$ cat src/rtl/id_exe_stage_reg.sv
// id_exe_stage_reg: ID/EXE pipeline register with freeze hold, flush/hazard bubble and saturating bubble counter.
// Define FORWARDING_EN to register src1/src2 for the forwarding unit; otherwise they read as 0.
module id_exe_stage_reg #(
  parameter int DATA_W = 32,
  parameter int REG_W  = 5,
  parameter int CMD_W  = 4,
  parameter int CNT_W  = 16
) (
  input  logic              clk,
  input  logic              rst,
  input  logic              freeze,
  input  logic              flush,
  input  logic              hazard,
  input  logic [DATA_W-1:0] pc_in,
  input  logic              mem_read_in,
  input  logic              mem_write_in,
  input  logic              wb_en_in,
  input  logic [1:0]        br_in,
  input  logic [CMD_W-1:0]  exe_cmd_in,
  input  logic [DATA_W-1:0] val1_in,
  input  logic [DATA_W-1:0] val2_in,
  input  logic [DATA_W-1:0] st_val_in,
  input  logic [REG_W-1:0]  dest_in,
  input  logic [REG_W-1:0]  src1_in,
  input  logic [REG_W-1:0]  src2_in,
  output logic [DATA_W-1:0] pc_out,
  output logic              mem_read_out,
  output logic              mem_write_out,
  output logic              wb_en_out,
  output logic [1:0]        br_out,
  output logic [CMD_W-1:0]  exe_cmd_out,
  output logic [DATA_W-1:0] val1_out,
  output logic [DATA_W-1:0] val2_out,
  output logic [DATA_W-1:0] st_val_out,
  output logic [REG_W-1:0]  dest_out,
  output logic [REG_W-1:0]  src1_out,
  output logic [REG_W-1:0]  src2_out,
  output logic              valid_out,
  output logic [CNT_W-1:0]  bubble_cnt
);
  logic bub;
  logic [DATA_W-1:0] pc_d, pc_q, val1_d, val1_q, val2_d, val2_q, st_val_d, st_val_q;
  logic mem_read_d, mem_read_q, mem_write_d, mem_write_q, wb_en_d, wb_en_q, valid_d, valid_q;
  logic [1:0] br_d, br_q;
  logic [CMD_W-1:0] exe_cmd_d, exe_cmd_q;
  logic [REG_W-1:0] dest_d, dest_q;
  logic [CNT_W-1:0] cnt_d, cnt_q;
  always_comb begin
    bub = flush | hazard;
    pc_d = freeze ? pc_q : bub ? '0 : pc_in;
    mem_read_d = freeze ? mem_read_q : bub ? 1'b0 : mem_read_in;
    mem_write_d = freeze ? mem_write_q : bub ? 1'b0 : mem_write_in;
    wb_en_d = freeze ? wb_en_q : bub ? 1'b0 : wb_en_in;
    br_d = freeze ? br_q : bub ? 2'b00 : br_in;
    exe_cmd_d = freeze ? exe_cmd_q : bub ? '0 : exe_cmd_in;
    val1_d = freeze ? val1_q : bub ? '0 : val1_in;
    val2_d = freeze ? val2_q : bub ? '0 : val2_in;
    st_val_d = freeze ? st_val_q : bub ? '0 : st_val_in;
    dest_d = freeze ? dest_q : bub ? '0 : dest_in;
    valid_d = freeze ? valid_q : !bub;
    cnt_d = (freeze || !bub) ? cnt_q : cnt_q + CNT_W'(cnt_q != '1);
  end
  always_ff @(posedge clk) begin
    if (rst) begin
      pc_q <= '0;
      mem_read_q <= 1'b0;
      mem_write_q <= 1'b0;
      wb_en_q <= 1'b0;
      br_q <= '0;
      exe_cmd_q <= '0;
      val1_q <= '0;
      val2_q <= '0;
      st_val_q <= '0;
      dest_q <= '0;
      valid_q <= 1'b0;
      cnt_q <= '0;
    end else begin
      pc_q <= pc_d;
      mem_read_q <= mem_read_d;
      mem_write_q <= mem_write_d;
      wb_en_q <= wb_en_d;
      br_q <= br_d;
      exe_cmd_q <= exe_cmd_d;
      val1_q <= val1_d;
      val2_q <= val2_d;
      st_val_q <= st_val_d;
      dest_q <= dest_d;
      valid_q <= valid_d;
      cnt_q <= cnt_d;
    end
  end
`ifdef FORWARDING_EN
  logic [REG_W-1:0] src1_d, src1_q, src2_d, src2_q;
  always_comb begin
    src1_d = freeze ? src1_q : bub ? '0 : src1_in;
    src2_d = freeze ? src2_q : bub ? '0 : src2_in;
  end
  always_ff @(posedge clk) begin
    if (rst) begin
      src1_q <= '0;
      src2_q <= '0;
    end else begin
      src1_q <= src1_d;
      src2_q <= src2_d;
    end
  end
  assign src1_out = src1_q;
  assign src2_out = src2_q;
`else
  logic unused_src;
  assign unused_src = ^{src1_in, src2_in};
  assign src1_out = '0;
  assign src2_out = '0;
`endif
  assign pc_out = pc_q;
  assign mem_read_out = mem_read_q;
  assign mem_write_out = mem_write_q;
  assign wb_en_out = wb_en_q;
  assign br_out = br_q;
  assign exe_cmd_out = exe_cmd_q;
  assign val1_out = val1_q;
  assign val2_out = val2_q;
  assign st_val_out = st_val_q;
  assign dest_out = dest_q;
  assign valid_out = valid_q;
  assign bubble_cnt = cnt_q;
endmodule
$ cat config.mk
export PLATFORM = sky130hd
export DESIGN_NAME = id_exe_stage_reg
export DESIGN_NICKNAME = d
export VERILOG_FILES = /design/src/rtl/id_exe_stage_reg.sv
export SDC_FILE = /design/constraint.sdc
export NUM_CORES = 1
export LEC_CHECK = 0
export ABC_AREA = 1
export CAP_MARGIN = 20
export CORE_MARGIN = 2
export CORE_UTILIZATION = 25
export CTS_CLUSTER_SIZE = 28
export DETAILED_ROUTE_END_ITERATION = 8
export SLEW_MARGIN = 15
export SYNTH_ARGS = -nofsm -noshare
export SYNTH_HDL_FRONTEND = slang
export SYNTH_SLANG_ARGS = --single-unit
$ cat constraint.sdc
create_clock -name clk -period 4.07 [get_ports clk]
set_input_delay 0.814 -clock clk [delete_from_list [all_inputs] [get_ports clk]]
set_output_delay 0.814 -clock clk [all_outputs]
set_load 0.005 [all_outputs]
==> impl_metrics.py <==
metrics = {
    "timing": {
        "worst_slew_pin_slew_ns": 1.03,
        "maxSlewViolCount": 0,
        "skew_ns": 0.0136,
        "rsz0062_at_grt": "false",
        "finalWorstSetupSlack_ns": 1.86,
        "fmax_mhz": 453,
        "fin_setup_tns_ns": 0,
        "hold_viol_final": 0,
        "timing.final.crit_share_pct": 54.3,
        "maxSlewHeadroom_pct": 31.5,
        "fin_crit_ns": 2.21,
        "setup_viol": 0,
    },
    "power": {
        "finalPower_uw": 3550,
        "max-vdd-ir-drop_v": 0.000209,
        "powerDensity_mw_per_mm2": 360,
        "p_leak_uw": 0.00332,
    },
    "critical_path": {
        "crit_family": "buffers and inverters",
        "slowest_stage": "clkdlybuf4s50_1",
        "r2r-end": "bubble_cnt[14]",
        "crit_fanout": 6,
        "setup.worst_path.end": "bubble_cnt[5]",
        "critPathBufInv": 1,
        "r2r_slack_ns": 2.05,
        "cp.required_ns": 3.26,
        "cp.depth": 1,
        "cp-end-kind": "output port",
        "crit_path_start": "bubble_cnt[5]",
        "start_kind": "flop",
        "cp.arrival_ns": 1.40,
        "reg2regPathDepth": 12,
        "critical_path_class": "reg -> out",
        "slowest_delay_ns": 0.55,
        "path_cells": "clkdlybuf4s50_1",
        "r2r_start": "bubble_cnt[7]",
    },
    "grt": {
        "use_met3_pct": 6.46,
        "grt_max_degree": 97,
        "antenna_found_initial": 0,
        "gr-max-usage-layer": "met2",
        "grt_pass1_wl_um": 31400,
        "grt_overflow": 0,
        "grtUsageMet2_pct": 23.9,
        "groute.usage.overall_pct": 15.0,
        "grt_pass1_vias": 5825,
        "use_met1_pct": 18.8,
    },
    "cts": {
        "cts_hold_buf": 0,
        "cts.htree.levels": 4,
        "cts_setup_buffers": 0,
        "cts-root-buf": "clkbuf_16",
        "clock_path_buffers": 2,
        "cts.sinks": 159,
        "tritoncts": "built",
        "path_clk_slew_ns": 0.07,
        "cts_resized": 0,
        "worstSkewPairLatency_ns": 0.42,
        "cts_buffers": 17,
    },
    "worst_hold_path": {
        "min_path_type": "reg -> reg",
        "holdPathStages": 2,
    },
    "run_status": {
        "status": "complete, no violations",
    },
    "drt": {
        "drt-vias-per-instance": 4.46,
        "antenna_left": 0,
        "vias": 6178,
        "totalWireLength_um": 20100,
        "drc": 0,
        "drt_iter0_markers": 440,
        "wire_per_inst_um": 14.5,
        "first_pass_iters": 4,
    },
    "flow_run": {
        "cap_violations": 0,
    },
    "floorplanning": {
        "rows": 57,
        "die_y_um": 161,
        "num_io_pins": 326,
        "die_area_mm2": 0.0258,
        "coreArea_mm2": 0.0242,
        "die_x_um": 161,
        "initial_core_util_pct": 25.3,
    },
    "logic_synthesis": {
        "ys_warn_count": 0,
        "netlist_instances": 778,
        "syn_area_per_cell_um2": 7.88,
        "synth.cell_area_mm2": 0.00613,
        "ys_types": 23,
        "synth_seq_area_share_pct": 52.0,
        "ys_ff_latch": 159,
    },
    "cells_and_area": {
        "syn2layout_area_growth_pct": 60.9,
        "layout.nets": 1209,
        "drive_gt1_share_pct": 4.71,
        "final_core_util_pct": 40.8,
        "diodes": 0,
    },
    "place": {
        "place_ws_ns": 1.55,
        "finalWeightedCongestion": 0.782,
        "io_buffers": 305,
        "dp_hpwl_um": 13300,
    },
}
registers in the layout, indices dropped and copies added, names as in the netlist:
register / count
mem_write_out: 1
exe_cmd_out: 4
val1_out: 32
val2_out: 32
bubble_cnt: 16
st_val_out: 32
mem_read_out: 1
br_out: 2
wb_en_out: 1
dest_out: 5
valid_out: 1
pc_out: 32
stage by stage:
step | area (um2) | hold slack [ns] | std cells
after global placement | 9290 | 0.444 | 1354
after detailed placement | 9290 | 0.453 | 1354
after floorplan | 6160 | 0.453 | 787
after CTS | 9860 | 0.463 | 1386
final | 9860 | 0.459 | 1386
after global routing | 9860 | 0.479 | 1386
worst min path at each step:
stage	slack, ns	to	start
after floorplan	0.45	dest_out[4]	dest_out[4]
after global placement	0.44	dest_out[4]	dest_out[4]
after detailed placement	0.45	dest_out[4]	dest_out[4]
after CTS	0.46	dest_out[4]	dest_out[4]
after global routing	0.48	pc_out[8]	pc_out[8]
final	0.46	dest_out[4]	dest_out[4]
where the power goes:
part           switching, uW  internal [uW]  total [uW]
Combinational            172            222         394
Clock                    691            858        1550
Sequential              19.5           1590        1610
synthesized netlist by cell type:
cell type,count,area (um2)
conb_1,1,3.75
buf_4,19,143
nand3_2,1,10.0
buf_6,9,101
o21ai_0,4,20.0
o21ai_1,2,10.0
a21oi_1,147,736
buf_2,24,120
inv_2,2,7.51
nor3_1,2,10.0
ha_1,3,37.5
inv_1,13,48.8
clkbuf_1,15,56.3
nand4_1,3,18.8
nor2_1,36,135
buf_1,6,22.5
nor2_2,2,12.5
nor2_4,1,11.3
o21bai_1,1,7.51
nor2_8,1,20.0
nand2_1,179,672
dfxtp_1,159,3180
nand3_1,148,741
per-layer routing:
layer  wire (um)  up-vias  share of wire (%)
met3        1900       11                9.5
met5           0        -                  0
met2        9000      225                 45
li1            -     3119                  -
met4         200        0                1.0
met1        8970     2823                 45
worst min-delay path: stages, from the launching register on:
cell and delay, ns:
dfxtp_1 0.31, nand2_1 0.05, a21oi_1 0.05
cells by family after synthesis:
group,count (synthesis),synth area share (%)
and+or+nand+nor,373,26.6
adders and majority gates,3,0.613
DFF,159,52.0
buffers and inverters,88,8.15
other,1,0.0612
AOI/OAI and AO/OA,154,12.6
area by class of cell:
cell class | count | area [um2]
Fill cell | 2459 | 14300
Tap cell | 324 | 405
Timing Repair Buffer | 316 | 3170
Multi-Input combinational cell | 540 | 2480
Inverter | 15 | 58.8
Clock inverter | 13 | 133
Clock buffer | 19 | 433
Sequential cell | 159 | 3180
cells in the final DEF, fill, tap and decap left out:
| cell type | count |
|---|---|
| o21ai_0 | 4 |
| clkinvlp_4 | 3 |
| buf_4 | 10 |
| clkbuf_16 | 17 |
| clkdlybuf4s50_1 | 303 |
| dfxtp_1 | 159 |
| inv_4 | 1 |
| ha_1 | 3 |
| nor2_4 | 1 |
| clkbuf_1 | 2 |
| a21oi_1 | 147 |
| nand2_1 | 179 |
| clkinv_4 | 4 |
| nor2_8 | 1 |
| nor2_2 | 2 |
| nor3_1 | 2 |
| o21bai_1 | 1 |
| nand3_2 | 1 |
| nand3_1 | 148 |
| nand4_1 | 3 |
| conb_1 | 10 |
| bufinv_16 | 1 |
| buf_12 | 3 |
| clkinv_2 | 1 |
| o21ai_1 | 2 |
| inv_6 | 2 |
| nor2_1 | 36 |
| inv_2 | 1 |
| inv_8 | 2 |
| inv_1 | 13 |
(Power assumes the default switching activity.)
